--- config.mk ---
export PLATFORM = sky130hd
export DESIGN_NAME = recirculacion_merge
export DESIGN_NICKNAME = d
export VERILOG_FILES = /design/src/rtl/recirculacion_merge.sv
export SDC_FILE = /design/constraint.sdc
export NUM_CORES = 1
export LEC_CHECK = 0
export CORE_UTILIZATION = 58
export DETAILED_ROUTE_END_ITERATION = 8
export GPL_ROUTABILITY_DRIVEN = 1
export GPL_TIMING_DRIVEN = 0
export PLACE_DENSITY_LB_ADDON = 0.08
export SLEW_MARGIN = 20
export SYNTH_ARGS = -nofsm -noshare
export SYNTH_HDL_FRONTEND = slang
export SYNTH_SLANG_ARGS = --single-unit
--- constraint.sdc ---
create_clock -name clk -period 4.8 [get_ports clk]
set_input_delay 1.44 -clock clk [delete_from_list [all_inputs] [get_ports clk]]
set_output_delay 1.44 -clock clk [all_outputs]
set_load 0.02 [all_outputs]
--- src/rtl/recirculacion_merge.sv ---
// recirculacion_merge: per-lane merge of fresh and recirculated words; fresh wins, recirculated words wait in a lane FIFO
module recirculacion_merge #(
    parameter int DATA_WIDTH   = 8,
    parameter int FIFO_DEPTH   = 4,
    parameter int AF_THRESHOLD = 3
) (
    input  logic                  clk,
    input  logic                  reset,
    input  logic [DATA_WIDTH-1:0] data_0,
    input  logic [DATA_WIDTH-1:0] data_1,
    input  logic [DATA_WIDTH-1:0] data_2,
    input  logic [DATA_WIDTH-1:0] data_3,
    input  logic                  valid_0,
    input  logic                  valid_1,
    input  logic                  valid_2,
    input  logic                  valid_3,
    input  logic [DATA_WIDTH-1:0] data_0r,
    input  logic [DATA_WIDTH-1:0] data_1r,
    input  logic [DATA_WIDTH-1:0] data_2r,
    input  logic [DATA_WIDTH-1:0] data_3r,
    input  logic                  valid_0r,
    input  logic                  valid_1r,
    input  logic                  valid_2r,
    input  logic                  valid_3r,
    output logic [DATA_WIDTH-1:0] data_out_0,
    output logic [DATA_WIDTH-1:0] data_out_1,
    output logic [DATA_WIDTH-1:0] data_out_2,
    output logic [DATA_WIDTH-1:0] data_out_3,
    output logic                  valid_out_0,
    output logic                  valid_out_1,
    output logic                  valid_out_2,
    output logic                  valid_out_3,
    output logic                  pause_0,
    output logic                  pause_1,
    output logic                  pause_2,
    output logic                  pause_3,
    output logic                  overflow,
    output logic                  idle_out
);
    localparam int PW = $clog2(FIFO_DEPTH);
    localparam int CW = PW + 1;
    localparam logic [CW-1:0] FULL = CW'(FIFO_DEPTH);
    localparam logic [CW-1:0] AF = CW'(AF_THRESHOLD);
    logic [DATA_WIDTH-1:0] din [4];
    logic [DATA_WIDTH-1:0] rin [4];
    logic [3:0] vin, vr, drop, quiet;
    logic overflow_q, idle_q;
    assign din = '{data_0, data_1, data_2, data_3};
    assign rin = '{data_0r, data_1r, data_2r, data_3r};
    assign vin = {valid_3, valid_2, valid_1, valid_0};
    assign vr = {valid_3r, valid_2r, valid_1r, valid_0r};
    genvar n;
    for (n = 0; n < 4; n++) begin : g_lane
        logic [DATA_WIDTH-1:0] mem_q [FIFO_DEPTH];
        logic [DATA_WIDTH-1:0] dout_q, dout_d;
        logic [PW-1:0] wp_q, rp_q;
        logic [CW-1:0] cnt_q, cnt_d;
        logic vout_q, pause_q, pop, push;
        // A pop frees a slot in the same cycle, so a full FIFO still accepts a push while draining
        always_comb begin
            pop = !vin[n] && cnt_q != '0;
            push = vr[n] && (cnt_q != FULL || pop);
            cnt_d = cnt_q + CW'(push) - CW'(pop);
            dout_d = vin[n] ? din[n] : pop ? mem_q[rp_q] : dout_q;
        end
        assign drop[n] = vr[n] && !push;
        assign quiet[n] = cnt_d == '0 && !vin[n] && !vr[n];
        always_ff @(posedge clk) begin
            if (push) mem_q[wp_q] <= rin[n];
        end
        always_ff @(posedge clk) begin
            if (reset) begin
                wp_q <= '0;
                rp_q <= '0;
                cnt_q <= '0;
                dout_q <= '0;
                vout_q <= 1'b0;
                pause_q <= 1'b0;
            end else begin
                wp_q <= wp_q + PW'(push);
                rp_q <= rp_q + PW'(pop);
                cnt_q <= cnt_d;
                dout_q <= dout_d;
                vout_q <= vin[n] || pop;
                pause_q <= cnt_d >= AF;
            end
        end
    end
    always_ff @(posedge clk) begin
        if (reset) begin
            overflow_q <= 1'b0;
            idle_q <= 1'b1;
        end else begin
            overflow_q <= overflow_q || (|drop);
            idle_q <= &quiet;
        end
    end
    assign data_out_0 = g_lane[0].dout_q;
    assign data_out_1 = g_lane[1].dout_q;
    assign data_out_2 = g_lane[2].dout_q;
    assign data_out_3 = g_lane[3].dout_q;
    assign valid_out_0 = g_lane[0].vout_q;
    assign valid_out_1 = g_lane[1].vout_q;
    assign valid_out_2 = g_lane[2].vout_q;
    assign valid_out_3 = g_lane[3].vout_q;
    assign pause_0 = g_lane[0].pause_q;
    assign pause_1 = g_lane[1].pause_q;
    assign pause_2 = g_lane[2].pause_q;
    assign pause_3 = g_lane[3].pause_q;
    assign overflow = overflow_q;
    assign idle_out = idle_q;
endmodule
Yosys cells after proc, flatten, opt, wreduce, memory -nomap -nowiden
Memories as Yosys holds them, arrays and structs flattened. A register that Yosys moved wholly into a read port is not among the register bits. Index checks and enable logic that the tools add are counted.

Logic and storage cells: 129. Memory bits (writable): 128. Memories: 4. Flip-flop bits (word level): 70.

$add $sub $neg: 16. Equal/unequal tests: 4. Mux-type cells: 20. Magnitude comparators: 4. Reduce and logical (&&, ||, !) cells: 55.

Memories: g_lane[0].mem_q (words 4, width 8, read ports 1, clocked after memory_dff 1, wr ports 1, RTL line 54) `logic [DATA_WIDTH-1:0] mem_q [FIFO_DEPTH];`; g_lane[1].mem_q (words 4, width 8, read ports 1, clocked after memory_dff 1, wr ports 1, RTL line 54); g_lane[2].mem_q (words 4, width 8, read ports 1, clocked after memory_dff 1, wr ports 1, RTL line 54); g_lane[3].mem_q (words 4, width 8, read ports 1, clocked after memory_dff 1, wr ports 1, RTL line 54).

Operator list (number): $mux W8 (8); $logic_and A1 B1 Y1 (20); $add A2 B1 Y2 (8); $add A3 B1 Y3 (4); $ge A3 B2 Y1 const B (4); $logic_not A1 Y1 (12); $logic_not A3 Y1 (4); $ne A3 B3 Y1 const B (4); $reduce_bool A3 Y1 (4); $sub A3 B1 Y3 (4); $logic_or A1 B1 Y1 (9); $mux W1 (8); $mux W2 (4); $reduce_bool A2 Y1 (4); $reduce_and A4 Y1 (1); $reduce_or A4 Y1 (1).

Depth between registers and ports, before layout
Depth after elaboration: 10. Depth in mapped cells: 10. Mapped depth without buffers: 10.

Least setup slack after synthesis
Ideal clock, no wire load.

Path type: input to register. Start: input port valid_0. End: register idle_q (netlist: idle_out). Arrival: 3446 ps. Setup slack: 1283 ps. Buffers on the path: 1. Stages: 10. Setup time: 70 ps. Cell sequence: buf_1 > nor2_1 > ha_1 > inv_1 > ha_1 > inv_1 > fa_1 > nor4bb_1 > nand4_1 > o21bai_1.

Word-level cells in the longest chain between the ends: 10.

RTL lines: from (decl) (RTL line 13) `input logic valid_0,`; $logic_not A1 Y1 (*) (RTL line 61, 67); $logic_and A1 B1 Y1 (RTL line 61) `pop = !vin[n] && cnt_q != '0;`; $logic_or A1 B1 Y1 (RTL line 62) `push = vr[n] && (cnt_q != FULL || pop);`; $logic_and A1 B1 Y1 (RTL line 62); $add A3 B1 Y3 (RTL line 63) `cnt_d = cnt_q + CW'(push) - CW'(pop);`; $sub A3 B1 Y3 (RTL line 63); $logic_not A3 Y1 (RTL line 67) `assign quiet[n] = cnt_d == '0 && !vin[n] && !vr[n];`; $logic_and A1 B1 Y1 (*) (2 in series) (RTL line 67); $reduce_and A4 Y1 (*) (RTL line 95) `idle_q <= &quiet;`; to (signal assigned) (RTL line 95); to (decl) (RTL line 47) `logic overflow_q, idle_q;`.

Every way passes the cells marked *; elsewhere a longest branch is shown, timed or not. A chain may end at the register's enable or synchronous reset.

Final worst setup path
Ends and elaborated chain as after synthesis.

==> flow_summary.html <==
<table>
<tr><th>Metric</th><th>Value</th></tr>
<tr><th colspan="2">Route</th></tr>
<tr><td>Count of nets left with antenna violations after detail routing</td><td>0</td></tr>
<tr><td>Final routed wirelength across all metal layers</td><td>15700 um</td></tr>
<tr><td>Drt first pass iters</td><td>4</td></tr>
<tr><td>DRT iter0 DRCs</td><td>309</td></tr>
<tr><td>Routed WL per cell</td><td>19.5 um</td></tr>
<tr><td>Drt drc</td><td>0</td></tr>
<tr><td>Total via count after detailed routing</td><td>4494</td></tr>
<tr><td>Via/cell ratio</td><td>5.58</td></tr>
<tr><th colspan="2">CTS</th></tr>
<tr><td>Clock transition at path regs</td><td>0.07 ns</td></tr>
<tr><td>Maximum clock insertion buffer count</td><td>2</td></tr>
<tr><td>Number of buffers inserted to repair setup after CTS</td><td>0</td></tr>
<tr><td>Clock latency on the worst-skew pair</td><td>0.43 ns</td></tr>
<tr><td>Clock tree from TritonCTS</td><td>yes</td></tr>
<tr><td>Root buffer cell</td><td>sky130_fd_sc_hd__clkbuf_16</td></tr>
<tr><td>Number of levels the H-tree was split into</td><td>4</td></tr>
<tr><td>Total clock buffers created by CTS</td><td>17</td></tr>
<tr><td>Count of hold buffers inserted by post-cts repair</td><td>0</td></tr>
<tr><td>Total number of clock tree sinks</td><td>198</td></tr>
<tr><td>Total of cells resized after clock tree synthesis</td><td>0</td></tr>
<tr><th colspan="2">Place</th></tr>
<tr><td>Post-place instance area</td><td>9410 sq um</td></tr>
<tr><td>Total half-perimeter wirelength after legalization and detailed placement</td><td>between 10000 and 15000 um</td></tr>
<tr><td>Number of buffer cells added on primary ports</td><td>114</td></tr>
<tr><td>Final RePlAce weighted congestion</td><td>0.758</td></tr>
<tr><th colspan="2">Logic synthesis</th></tr>
<tr><td>Post-synthesis cell type with the largest combined area</td><td>sky130_fd_sc_hd__edfxtp_1</td></tr>
<tr><td>Netlist area before placement</td><td>7990 sq um</td></tr>
<tr><td>Number of register bits inferred by synthesis</td><td>198</td></tr>
<tr><td>Top cells by area in the synthesized netlist</td><td>sky130_fd_sc_hd__edfxtp_1, sky130_fd_sc_hd__dfxtp_1, sky130_fd_sc_hd__mux4_2</td></tr>
<tr><td>Post-synth EDFFs</td><td>128</td></tr>
<tr><td>Post-synthesis cell type count</td><td>33</td></tr>
<tr><td>Area share of the largest cell type after synthesis</td><td>48.1%</td></tr>
<tr><td>Post-Syn Nets</td><td>578</td></tr>
<tr><td>Number of synthesis warnings</td><td>0</td></tr>
<tr><td>Share of synthesized flip-flops with an asynchronous set or reset</td><td>0%</td></tr>
<tr><td>Most used flip-flop cell after synthesis</td><td>sky130_fd_sc_hd__edfxtp_1</td></tr>
<tr><td>Synth Instances</td><td>484</td></tr>
<tr><td>Average instance area after synthesis</td><td>16.5 sq um</td></tr>
<tr><td>Part of the Yosys area used for sequential elements</td><td>65.6%</td></tr>
<tr><th colspan="2">Worst setup path</th></tr>
<tr><td>Slowest stage cell on the critical path</td><td>sky130_fd_sc_hd__clkdlybuf4s50_1</td></tr>
<tr><td>Top Family by Delay on Critical Path</td><td>buffers and inverters</td></tr>
<tr><td>Crit path launch type</td><td>input port</td></tr>
<tr><td>Type of the setup path with the least slack</td><td>input port to register</td></tr>
<tr><td>R2R Path End</td><td>idle_out</td></tr>
<tr><td>Reg-to-reg critical path startpoint</td><td>g_lane[3].cnt_q[1]</td></tr>
<tr><td>Maximum fanout along the worst path</td><td>10</td></tr>
<tr><td>Critical path's largest stage delay</td><td>0.55 ns</td></tr>
<tr><td>Critical path arrival</td><td>between 4 and 5 ns</td></tr>
<tr><td>Required time reported for the critical path endpoint</td><td>approximately 5.2 ns</td></tr>
<tr><td>Reg-to-reg slack, setup</td><td>approximately 2.0 ns</td></tr>
<tr><td>Critical Path Sink Type</td><td>register</td></tr>
<tr><td>Number of cells traversed by the worst register-to-register path</td><td>10</td></tr>
<tr><td>Critical path buffer and inverter count</td><td>4</td></tr>
<tr><td>Worst setup path startpoint</td><td>valid_0</td></tr>
<tr><td>Cell Chain, Critical Path</td><td>clkdlybuf4s50_1 -&gt; buf_1 -&gt; nor2_1 -&gt; ha_1 -&gt; inv_1 -&gt; ha_1 -&gt; inv_1 -&gt; fa_1 -&gt; nor4bb_1 -&gt; nand4_1 -&gt; o21bai_1</td></tr>
<tr><th colspan="2">Power and ir drop</th></tr>
<tr><td>Fraction of power consumed by sequential logic</td><td>41.7%</td></tr>
<tr><td>Internal power consumption</td><td>3.80 mW</td></tr>
<tr><td>Clock Power Share</td><td>between 20% and 30%</td></tr>
<tr><td>P_sw</td><td>approximately 1.6 mW</td></tr>
<tr><td>Worst IR Drop VDD</td><td>0.284 mV</td></tr>
<tr><td>Leakage</td><td>around 3.6 nW</td></tr>
<tr><td>Fraction of power spent switching nets</td><td>slightly below 30%</td></tr>
<tr><td>Power density over the cells</td><td>between 500 and 600 nW/um^2</td></tr>
<tr><td>Share of total power in combinational logic</td><td>30.4%</td></tr>
<tr><th colspan="2">Global routing</th></tr>
<tr><td>Overflow left after global routing</td><td>0</td></tr>
<tr><td>Via count of the first global-routing pass</td><td>4707</td></tr>
<tr><td>Wire length of the first global-routing pass</td><td>25200 um</td></tr>
<tr><td>Initial antenna violation count</td><td>0</td></tr>
<tr><td>Overall track demand over capacity in global routing</td><td>23.8%</td></tr>
<tr><td>Pin count of the biggest net entering global routing</td><td>18</td></tr>
<tr><th colspan="2">Timing</th></tr>
<tr><td>Setup violations, final</td><td>0</td></tr>
<tr><td>Crit share post-route</td><td>83.4%</td></tr>
<tr><td>Clock Skew</td><td>0.00679 ns</td></tr>
<tr><td>Accumulated negative setup slack</td><td>0 ns</td></tr>
<tr><td>Upper clock frequency limit</td><td>250 MHz</td></tr>
<tr><td>Final hold vios</td><td>0</td></tr>
<tr><td>RSZ-0062 raised after global routing</td><td>no</td></tr>
<tr><td>Final max-slew violation count</td><td>0</td></tr>
<tr><td>Minimum period implied by the final worst setup slack</td><td>4.00 ns</td></tr>
<tr><td>Worst hold margin</td><td>0.532 ns</td></tr>
<tr><td>Worst-case headroom to the max-slew limit</td><td>41.7%</td></tr>
<tr><td>Slew at the pin closest to its max-slew limit</td><td>0.875 ns</td></tr>
<tr><th colspan="2">Floorplan</th></tr>
<tr><td>Standard-cell row count</td><td>42</td></tr>
<tr><td>Horizontal extent of the die</td><td>119 um</td></tr>
<tr><td>Count of pins on the block boundary</td><td>around 120</td></tr>
<tr><td>Die height</td><td>roughly 120 um</td></tr>
<tr><td>Die Outline Area</td><td>14300 sq um</td></tr>
<tr><td>Core footprint</td><td>13300 sq um</td></tr>
<tr><td>Effective utilization at floorplan</td><td>around three fifths</td></tr>
<tr><th colspan="2">Cells and area</th></tr>
<tr><td>Most common library cell in the layout ignoring fill and taps</td><td>sky130_fd_sc_hd__edfxtp_1</td></tr>
<tr><td>Number of filler cells placed in the layout</td><td>838</td></tr>
<tr><td>Inserted Diodes</td><td>0</td></tr>
<tr><td>Final Cell Area</td><td>10000 sq um</td></tr>
<tr><td>Layout Area Growth over Synthesis</td><td>25.6%</td></tr>
<tr><td>Net total in the final layout</td><td>between 700 and 800</td></tr>
<tr><td>Most frequent cells in the layout</td><td>sky130_fd_sc_hd__edfxtp_1, sky130_fd_sc_hd__clkdlybuf4s50_1, sky130_fd_sc_hd__dfxtp_1, sky130_fd_sc_hd__nor2_1</td></tr>
<tr><td>Fraction of layout cells with a size suffix above 1</td><td>19.6%</td></tr>
<tr><th colspan="2">Run status</th></tr>
<tr><td>Run status</td><td>completed</td></tr>
<tr><th colspan="2">Hold path</th></tr>
<tr><td>Cell depth of the worst min-delay path</td><td>2</td></tr>
<tr><td>Min-Delay Endpoint</td><td>data_out_3[1]</td></tr>
<tr><td>Worst min-delay path category</td><td>register to register</td></tr>
<tr><td>Launch point of the worst hold path</td><td>data_out_3[1]</td></tr>
<tr><th colspan="2">Run</th></tr>
<tr><td>Number of max-cap violations</td><td>0</td></tr>
</table>
-- metal layers --
| layer | routed length (um) | track usage, % | vias to the layer above | share of wire, % |
|---|---|---|---|---|
| li1 | - | - | 2109 | - |
| met1 | 6780 | 31.3 | 2261 | 43 |
| met2 | 7940 | 39.5 | 106 | 51 |
| met3 | 699 | 5.08 | 18 | 4.5 |
| met4 | 250 | 8.59 | 0 | 1.6 |
| met5 | 0 | 0 | - | 0 |
-- cell usage after synthesis (2+ instances only) --
master,instances
sky130_fd_sc_hd__buf_1,4
sky130_fd_sc_hd__nor4b_1,2
sky130_fd_sc_hd__a21o_1,4
sky130_fd_sc_hd__nand4bb_1,3
sky130_fd_sc_hd__xnor2_1,8
sky130_fd_sc_hd__nor2_1,52
sky130_fd_sc_hd__mux4_2,32
sky130_fd_sc_hd__nand2_1,3
sky130_fd_sc_hd__or4_4,4
sky130_fd_sc_hd__clkbuf_1,11
sky130_fd_sc_hd__and3_1,4
sky130_fd_sc_hd__xnor3_1,4
sky130_fd_sc_hd__fa_1,4
sky130_fd_sc_hd__nand4_1,2
sky130_fd_sc_hd__nor2b_1,16
sky130_fd_sc_hd__buf_6,8
sky130_fd_sc_hd__nor3_1,8
sky130_fd_sc_hd__mux2i_1,32
sky130_fd_sc_hd__inv_1,15
sky130_fd_sc_hd__edfxtp_1,128
sky130_fd_sc_hd__buf_2,4
sky130_fd_sc_hd__or2_1,2
sky130_fd_sc_hd__nor3b_1,8
sky130_fd_sc_hd__ha_1,16
sky130_fd_sc_hd__dfxtp_1,70
sky130_fd_sc_hd__a211oi_2,32
sky130_fd_sc_hd__nor4bb_1,2
-- cells by family after synthesis --
family | after synthesis | share of synthesized area, %
xor+xnor | 12 | 2.00
simple gates | 109 | 7.40
mux | 64 | 13.0
fa+ha+maj | 20 | 3.51
buf+inv | 42 | 2.79
flops | 198 | 65.6
compound gates | 39 | 5.65
-- power groups by stage --
stage / Combinational, mW / Clock (mW) / Sequential, mW
floorplan: 0.999 / 0 / 2.36
global placement: 1.58 / 0 / 2.24
detailed placement: 1.63 / 0 / 2.27
CTS: 1.65 / 1.51 / 2.23
global route: 1.77 / 1.58 / 2.26
finish: 1.63 / 1.50 / 2.23
-- worst max path at each step --
| stage | endpoint | depth (start not counted) |
|---|---|---|
| floorplan | idle_out | 10 |
| global placement | idle_out | 11 |
| detailed placement | idle_out | 11 |
| CTS | idle_out | 11 |
| global route | idle_out | 11 |
| finish | idle_out | 11 |
-- worst register-to-register path, stage by stage (launching register included) --
cell and delay (ns):
sky130_fd_sc_hd__dfxtp_1 0.38, sky130_fd_sc_hd__nor4bb_1 0.42, sky130_fd_sc_hd__nand2b_1 0.31, sky130_fd_sc_hd__ha_1 0.28, sky130_fd_sc_hd__inv_1 0.06, sky130_fd_sc_hd__ha_1 0.14
sky130_fd_sc_hd__inv_1 0.06, sky130_fd_sc_hd__fa_1 0.52, sky130_fd_sc_hd__nor4bb_1 0.24, sky130_fd_sc_hd__nand4_1 0.13, sky130_fd_sc_hd__o21bai_1 0.18
-- layout make-up --
class | instances | area (sq um) | share of cell area, %
plain buffers | 27 | 166 | 1.66
clock buffers | 17 | 425 | 4.24
clock inverters | 14 | 200 | 1.99
inverters | 15 | 56.3 | 0.561
multi-input cells | 244 | 2580 | 25.7
flip-flops and latches | 198 | 5250 | 52.2
well taps | 176 | 220 | 2.19
repair buffers | 114 | 1140 | 11.4
-- per-stage QoR --
step                      utilization (%)  std cells  power (mW)  setup slack [ns]
after floorplan                         -        484        3.35              1.28
after global placement               70.1        774        3.82             0.395
after detailed placement             70.5        774        3.90             0.355
after CTS                            75.2        805        5.40             0.804
after global routing                 75.2        805        5.62             0.577
final                                75.2        805        5.36             0.797
-- flip-flops by register name, indices dropped and copies added, names as in the netlist --
signal        count
valid_out_0       1
g_lane.mem_q    128
g_lane.wp_q       8
valid_out_2       1
idle_out          1
pause_2           1
valid_out_3       1
data_out_3        8
pause_0           1
data_out_0        8
g_lane.rp_q       8
pause_1           1
data_out_1        8
data_out_2        8
valid_out_1       1
overflow          1
g_lane.cnt_q     12
pause_3           1
Note: power is estimated with default switching activity, not from simulation.
